<file path="config.mk">
export PLATFORM = sky130hd
export DESIGN_NAME = hm_cpl
export DESIGN_NICKNAME = d
export VERILOG_FILES = /design/src/rtl/hm_cpl.sv
export SDC_FILE = /design/constraint.sdc
export NUM_CORES = 1
export LEC_CHECK = 0
export BUFFER_PORTS_ARGS = -buffer_cell sky130_fd_sc_hd__buf_2
export CAP_MARGIN = 40
export CORE_ASPECT_RATIO = 0.75
export CORE_MARGIN = 10
export CORE_UTILIZATION = 45
export DETAILED_ROUTE_END_ITERATION = 8
export PLACE_DENSITY = 0.74
export SLEW_MARGIN = 5
export SYNTH_ARGS = -nofsm -noshare
export SYNTH_HDL_FRONTEND = slang
export SYNTH_SLANG_ARGS = --single-unit
</file>
<file path="constraint.sdc">
create_clock -name trn_clk -period 6.2 [get_ports trn_clk]
set_input_delay 0.31 -clock trn_clk [delete_from_list [all_inputs] [get_ports trn_clk]]
set_output_delay 0.31 -clock trn_clk [all_outputs]
set_load 0.005 [all_outputs]
</file>
<file path="src/rtl/hm_cpl.sv">
// hm_cpl: PCIe 1-DW memory-read completer on the TRN 64-bit interface.
// Accepts MRd32/MRd64 (length 1, BAR0) and reads one DWORD from local RAM.
// Answers each accepted request with a CplD. All other TLPs are discarded
// and counted.
// Ports:
//   trn_clk / trn_reset_n       clock, async active-low reset
//   trn_lnk_up_n                link status (1 = down)
//   trn_r*                      RX TRN interface (trn_rdst_rdy_n driven here)
//   trn_t*                      TX TRN interface (trn_tdst_rdy_n is input)
//   completer_id                bus/dev/func placed into the CplD
//   mem_addr / mem_data         synchronous RAM port, 1-cycle read latency
//   stat_cpt_rx/_cpl/_drop      wrapping TLP counters
module hm_cpl (
  input  logic        trn_clk,
  input  logic        trn_reset_n,
  input  logic        trn_lnk_up_n,
  input  logic [63:0] trn_rd,
  input  logic        trn_rrem_n,
  input  logic        trn_rsof_n,
  input  logic        trn_reof_n,
  input  logic        trn_rsrc_rdy_n,
  input  logic        trn_rsrc_dsc_n,
  input  logic        trn_rerrfwd_n,
  input  logic [6:0]  trn_rbar_hit_n,
  output logic        trn_rdst_rdy_n,
  output logic        trn_rnp_ok_n,
  output logic [63:0] trn_td,
  output logic        trn_trem_n,
  output logic        trn_tsof_n,
  output logic        trn_teof_n,
  output logic        trn_tsrc_rdy_n,
  input  logic        trn_tdst_rdy_n,
  output logic        trn_tsrc_dsc_n,
  output logic        trn_terrfwd_n,
  output logic        trn_tstr_n,
  output logic        trn_tcfg_gnt_n,
  input  logic [15:0] completer_id,
  output logic [9:0]  mem_addr,
  input  logic [31:0] mem_data,
  output logic [31:0] stat_cpt_rx,
  output logic [31:0] stat_cpt_cpl,
  output logic [31:0] stat_cpt_drop
);

  localparam int unsigned DW_W  = 32;
  localparam int unsigned CNT_W = 32;

  typedef enum logic [2:0] {
    S_IDLE, S_HDR2, S_DROP, S_MEM, S_WAIT, S_TX0, S_TX1
  } state_t;

  state_t            state;
  logic [2:0]        tc;
  logic [1:0]        attr;
  logic [15:0]       req_id;
  logic [7:0]        tag;
  logic              four_dw;
  logic [4:0]        lo_addr;
  logic [DW_W-1:0]   cpl_data;

  logic              rx_beat_c;
  logic              req_ok_c;
  logic [9:0]        hdr_addr_c;
  logic [DW_W-1:0]   cpl_dw0_c;
  logic [DW_W-1:0]   cpl_dw1_c;
  logic [DW_W-1:0]   cpl_dw2_c;
  logic              unused_c;

  // Tied TRN sideband outputs
  assign trn_rnp_ok_n   = 1'b0;
  assign trn_tsrc_dsc_n = 1'b1;
  assign trn_terrfwd_n  = 1'b1;
  assign trn_tstr_n     = 1'b1;
  assign trn_tcfg_gnt_n = 1'b0;

  // RX ready only while parsing/discarding: one request outstanding at a time
  assign trn_rdst_rdy_n = !((state == S_IDLE) || (state == S_HDR2) || (state == S_DROP));
  assign rx_beat_c      = !trn_rsrc_rdy_n && !trn_rdst_rdy_n;

  // Header DW0 is trn_rd[63:32]: fmt[62:61], type[60:56], length[41:32]
  assign req_ok_c = !trn_rd[62] && (trn_rd[60:56] == 5'b00000) &&
                    (trn_rd[41:32] == 10'd1) && !trn_rbar_hit_n[0] &&
                    trn_rerrfwd_n && trn_reof_n;

  // Address DW sits in the upper half for 3DW headers, lower half for 4DW
  assign hdr_addr_c = four_dw ? trn_rd[11:2] : trn_rd[43:34];

  assign cpl_dw0_c = {1'b0, 2'b10, 5'b01010, 1'b0, tc, 4'b0000, 1'b0, 1'b0,
                      attr, 2'b00, 10'd1};
  assign cpl_dw1_c = {completer_id, 3'b000, 1'b0, 12'd4};
  assign cpl_dw2_c = {req_id, tag, 1'b0, lo_addr, 2'b00};

  // Header bits not needed for a 1-DW completion
  assign unused_c = &{1'b0, trn_rd, trn_rrem_n, trn_rbar_hit_n[6:1]};

  // Completer FSM with registered TX framing and counters
  always_ff @(posedge trn_clk or negedge trn_reset_n) begin
    if (!trn_reset_n) begin
      state          <= S_IDLE;
      tc             <= 3'd0;
      attr           <= 2'd0;
      req_id         <= 16'd0;
      tag            <= 8'd0;
      four_dw        <= 1'b0;
      lo_addr        <= 5'd0;
      cpl_data       <= '0;
      mem_addr       <= 10'd0;
      trn_td         <= 64'd0;
      trn_tsof_n     <= 1'b1;
      trn_teof_n     <= 1'b1;
      trn_trem_n     <= 1'b1;
      trn_tsrc_rdy_n <= 1'b1;
      stat_cpt_rx    <= '0;
      stat_cpt_cpl   <= '0;
      stat_cpt_drop  <= '0;
    end else if (trn_lnk_up_n) begin
      // Link loss abandons any request or completion in flight
      state          <= S_IDLE;
      trn_tsof_n     <= 1'b1;
      trn_teof_n     <= 1'b1;
      trn_trem_n     <= 1'b1;
      trn_tsrc_rdy_n <= 1'b1;
    end else begin
      case (state)
        S_IDLE: begin
          if (rx_beat_c && !trn_rsof_n) begin
            stat_cpt_rx <= stat_cpt_rx + CNT_W'(1);
            if (req_ok_c) begin
              tc      <= trn_rd[54:52];
              attr    <= trn_rd[45:44];
              four_dw <= trn_rd[61];
              req_id  <= trn_rd[31:16];
              tag     <= trn_rd[15:8];
              state   <= S_HDR2;
            end else begin
              stat_cpt_drop <= stat_cpt_drop + CNT_W'(1);
              if (trn_reof_n) state <= S_DROP;
            end
          end
        end
        S_HDR2: begin
          if (!trn_rsrc_dsc_n) begin
            stat_cpt_drop <= stat_cpt_drop + CNT_W'(1);
            state         <= S_IDLE;
          end else if (rx_beat_c) begin
            mem_addr <= hdr_addr_c;
            lo_addr  <= hdr_addr_c[4:0];
            if (!trn_reof_n) begin
              state <= S_MEM;
            end else begin
              stat_cpt_drop <= stat_cpt_drop + CNT_W'(1);
              state         <= S_DROP;
            end
          end
        end
        S_DROP: begin
          // Drop already counted on entry; a discontinue just ends the TLP
          if (!trn_rsrc_dsc_n || (rx_beat_c && !trn_reof_n)) state <= S_IDLE;
        end
        S_MEM: state <= S_WAIT;
        S_WAIT: begin
          cpl_data       <= mem_data;
          trn_td         <= {cpl_dw0_c, cpl_dw1_c};
          trn_tsof_n     <= 1'b0;
          trn_tsrc_rdy_n <= 1'b0;
          state          <= S_TX0;
        end
        S_TX0: begin
          if (!trn_tdst_rdy_n) begin
            trn_td     <= {cpl_dw2_c, cpl_data};
            trn_tsof_n <= 1'b1;
            trn_teof_n <= 1'b0;
            trn_trem_n <= 1'b0;
            state      <= S_TX1;
          end
        end
        S_TX1: begin
          if (!trn_tdst_rdy_n) begin
            stat_cpt_cpl   <= stat_cpt_cpl + CNT_W'(1);
            trn_tsrc_rdy_n <= 1'b1;
            trn_teof_n     <= 1'b1;
            trn_trem_n     <= 1'b1;
            state          <= S_IDLE;
          end
        end
        default: state <= S_IDLE;
      endcase
    end
  end

endmodule

</file>
Word-level counts from Yosys, hierarchy flattened:

Index checks and enable logic that the tools add are counted.

* reduce and logical (&&, ||, !) cells: 36
* bitwise logic cells: 2
* add/sub/neg operators: 3
* mux-type cells: 28
* eq/ne operators: 18

Operators with widths (number)
* two-way mux 32 bit: 5
* one-hot mux 64 bit (2 select lines): 1
* adder 32 x 1 -> 32 bit (second input constant): 3
* two-way mux 64 bit: 1
* one-hot mux 32 bit (2 select lines): 1
* two-way mux 3 bit: 9
* one-hot mux 3 bit (7 select lines): 1
* inequality test 3 bit (second input constant): 4
* AND reduction 3 bit: 4
* AND reduction 6 bit: 2
* equality test 10 x 1 -> 1 bit (second input constant): 1
* two-way mux 10 bit: 1
* equality test 3 bit (second input constant): 3
* nonzero test 3 bit: 3
* logical AND 1 bit: 8
* inequality test 4 bit (second input constant): 2
* AND reduction 4 bit: 2
* zero test 1 bit: 7
* equality test 3 x 2 -> 1 bit (second input constant): 2
* two-way mux 1 bit: 6
* inequality test 3 x 2 -> 1 bit (second input constant): 2
* one-hot mux 1 bit (2 select lines): 3
* AND reduction 2 bit: 3
* zero test 5 bit: 1
* other kinds (7): 12

* logic and storage cells: 103
* output and inout bits: 180
* bits in registers: 243
* input port bits: 129

Logic depth before layout (Yosys ltp):

* word-level depth: 10
* mapped depth: 8
* mapped depth without buffers: 6

Worst setup path before layout:

No wires, ideal clock.

* kind: register to register
* start point: register state[0]
* end point: register attr[1]
* setup slack: 4210 ps
* cell stages (with the launch flop): 7
* required time: 6075 ps
* setup time: 125 ps
* data arrival time: 1865 ps
* period minus slack after synthesis: 1990 ps
* buffers on the path: 2
* cell sequence: dfrtp_1 > buf_4 > nor4_4 > nand2_2 > nor4_4 > buf_4 > mux2_2

* longest elaborated chain between the ends: 6
* elaborated cells between the ends (all ways): 8
* classes of those cells: 2 x eq/ne; 6 x reduce/logical

RTL lines
* start: declaration: line 52 `state_t state;`
* start signal: assignment: line 99 `state <= S_IDLE;`
* start signal: assignment: line 118 `state <= S_IDLE;`
* start signal: assignment: line 134 `state <= S_HDR2;`
* equality test 3 x 1 -> 1 bit or zero test 3 bit (tied branches): line 77, 124
* logical OR 1 bit (2 in a row): line 77 `assign trn_rdst_rdy_n = !((state == S_IDLE) || (state == S_HDR2) || (state == S_DROP));`
* logical AND 1 bit: line 78 `assign rx_beat_c = !trn_rsrc_rdy_n && !trn_rdst_rdy_n;`
* logical AND 1 bit: line 126 `if (rx_beat_c && !trn_rsof_n) begin`
* AND reduction 4 bit (no line) *
* end signal: assignment: line 130 `attr <= trn_rd[45:44];`
* end: declaration: line 54 `logic [1:0] attr;`

Every way passes the cells marked *; elsewhere a longest branch is shown, timed or not.
A chain may end at the register's enable or synchronous reset.

Final worst setup path:

* start point: register state[1]
* end point: register trn_td[16]

* longest elaborated chain between the ends: 3
* elaborated cells between the ends (all ways): 6
* classes of those cells: 3 x eq/ne; 1 x mux; 2 x reduce/logical

RTL lines
* equality test 3 bit: line 124 `case (state)`
* inequality test 2 bit (no line) or nonzero test 2 bit (tied branches)
* AND reduction 3 bit (no line)
* end signal: assignment: line 163 `trn_td <= {cpl_dw0_c, cpl_dw1_c};`
* end signal: assignment: line 170 `trn_td <= {cpl_dw2_c, cpl_data};`
* end: declaration: line 27 `output logic [63:0] trn_td,`

Several ways; a longest one is shown, not always the timed one.

==> flow_metrics.tcl <==
set metrics [dict create \
    rows 48 \
    cts-buffers-inserted 25 \
    crit_path_top_delay_cell "nand3_4" \
    hold_path_startpoint "mem_data[27]" \
    synth_xor_area_share_pct 7.88 \
    slew_headroom_pct 40.2 \
    place_area_sq_um 12100 \
    cp_top_family "simple AND/OR/NAND/NOR gates" \
    tightest_slew_ns 0.896 \
    start_util_pct 45.6 \
    die-area_sq_um 29800 \
    drc 0 \
    period_needed_ns 2.75 \
    crit_fanout 63 \
    die_h_microns 152 \
    synth_mux_area_share_pct 10.1 \
    hold_path_class "input pin to flop" \
    drt_iter0_drc 479 \
    synth_top_family_by_area "simple AND/OR/NAND/NOR gates" \
    ys_warn_count 0 \
    fin_setup_tns_ns 0 \
    ctsResizeCount 0 \
    clock_sinks 236 \
    yosysTopAreaCell "dfrtp_1" \
    hpwl_microns 20100 \
    synth_most_common_cell "dfrtp_1" \
    synth.top_cell.area_share_pct 55.8 \
    multiInputGateArea_sq_um 4270 \
    fillers 1978 \
    holdWs_ns 0.0297 \
    finalCritPeriodShare_pct 44.4 \
    ys_dominant_reg_cell "dfrtp_1" \
    cp_num_buf_inv 1 \
    avgSynthCellArea_sq_um 11.2 \
    ios 309 \
    synth_area_leaders "dfrtp_1, mux2_2, nand2_1" \
    setup_viol 0 \
    hold_buffers 1 \
    critPathKind "flop to flop" \
    h-tree-depth 1 \
    hold_depth 2 \
    status "finished, final reports clean" \
    grt_usage_pct 18.0 \
    grt_pass1_vias 7794 \
    vias 7785 \
    synth_compound_area_share_pct 4.54 \
    p_leak_nw 6.52 \
    ys_async_sr_fraction_pct 100 \
    synth_edf_count 0 \
    arrival_ns 3.11 \
    finalWirelength_microns 27800 \
    grt_pass1_wl_microns 44600 \
    hold_viol 0 \
    antenna_found_initial 1 \
    worstSetupStartpointType "flop" \
    path_depth 5 \
    clock-skew-final_ns 0.0110 \
    first_pass_iters 7 \
    core-area_sq_um 22900 \
    ys_seq_elements 236 \
    p_per_area_nw_per_um2 270 \
    viasPerCell 5.13 \
    clkTransAtPathRegs_ns 0.06 \
    die_w_microns 196 \
    finalNetCount 1330 \
    syn_inst 930 \
    clock.fmax_ghz 0.363 \
    r2r-end "trn_td[16]" \
    slew_viol_final 0 \
    overflow 0 \
    synth.cell_area_sq_um 10500 \
    synth_seq_area_share_pct 56.5 \
    clockBufferDepth 3 \
    cap_violations 0 \
    area_growth_syn_to_layout_pct 23.7 \
    reg2reg_from "state[1]" \
    clk_latency_ns 0.51 \
    regArea_sq_um 5910 \
    final_area_sq_um 12900 \
    crit_path_cell_trace "nor2_1, nand3_4, buf_4, nand2_1, o21ai_0" \
    grt_max_degree 124 \
    max_stage_delay_ns 0.61 \
    tritoncts "built" \
    rsz0062_at_grt "false" \
    synth_cell_types 50 \
    synth_fa_ha_area_share_pct 0.359 \
    numPortBuffers 284 \
    cp-end-kind "flop" \
    wl_per_cell_microns 18.3 \
    drive_gt1_share_pct 35.2 \
    ys_top_cells_by_count "dfrtp_1, nand2_1, o21ai_0, mux2_2, xor2_1" \
    root_buffer "clkbuf_16" \
    crit_required_ns 6.56 \
    r2r.worst_path.cells 5 \
    yosys.area_share.simple_pct 17.3 \
    gp_congestion 0.817 \
    vdd_drop_max_mv 0.179 \
    rrSetupSlack_ns 3.45 \
    post_cts_buffers 0 \
    antenna_left 0 \
    worstHoldEndpoint "cpl_data[27]" \
]
-- power breakdown --
| group | switching [mW] | total [mW] | internal, mW | leakage, nW |
|---|---|---|---|---|
| clock network | 0.600 | 1.47 | 0.870 | 0.405 |
| logic | 0.166 | 0.304 | 0.138 | 2.95 |
| registers | 0.0830 | 1.71 | 1.63 | 3.16 |
| total | 0.849 | 3.49 | 2.64 | 6.52 |
-- layout by cell type, fill, tap and decap left out, drive strengths merged, types with 31 or more instances in the layout --
master / count
o21ai: 73
mux2i: 32
xor2: 58
nand2: 147
dfrtp: 233
xnor2: 36
clkbuf: 33
nor2: 36
buf: 292
nand4: 34
nand3: 31
mux2: 65
-- layout make-up --
class	count	share of cell area [%]
sequential	236	45.7
multi-input combinational	631	33.0
timing repair buffer	293	11.8
clock buffer	33	5.38
tap	300	2.90
clock inverter	11	0.842
inverter	11	0.319
antenna	2	0.0387
-- registers in the layout, indices dropped and copies added, names as in the netlist, 8 cells and up --
signal and flops:
stat_cpt_rx 32, stat_cpt_cpl 32, trn_td 62, cpl_data 32
stat_cpt_drop 32, req_id 16, mem_addr 10, tag 8
-- cell families after synthesis --
logic type | count (synthesis)
other | 2
xor gates and xnor gates | 94
AOI/OAI and AO/OA | 88
and+or+nand+nor | 342
DFF | 236
buffers and inverters | 68
adders and majority gates | 3
muxes | 97
-- how the worst max path moves through the flow --
stage	start	to	slack, ns
final	state[1]	trn_td[16]	3.45
after CTS	state[1]	trn_td[16]	3.44
after global routing	state[1]	trn_td[16]	3.17
after global placement	state[1]	trn_td[32]	3.53
after floorplan	state[0]	attr[1]	4.21
after detailed placement	state[1]	trn_td[16]	3.44
-- per-stage QoR --
| stage | util [%] | cells | power [mW] | setup WS, ns |
|---|---|---|---|---|
| floorplan | - | 935 | 1.86 | 4.21 |
| global placement | 52.7 | 1469 | 2.03 | 3.53 |
| detailed placement | 52.8 | 1470 | 2.05 | 3.44 |
| CTS | 56.3 | 1515 | 3.53 | 3.44 |
| global route | 56.3 | 1516 | 3.63 | 3.17 |
| finish | 56.4 | 1517 | 3.49 | 3.45 |
-- layer usage --
layer,global-route usage [%],part of all wire [%],routed length [microns],vias up
met2,28.7,47,13100,208
met4,3.88,1.7,464,0
li1,-,-,-,3738
met5,0,0,0,-
met3,5.21,7.7,2130,31
met1,23.9,43,12000,3808
Note: power is estimated with default switching activity, not from simulation.
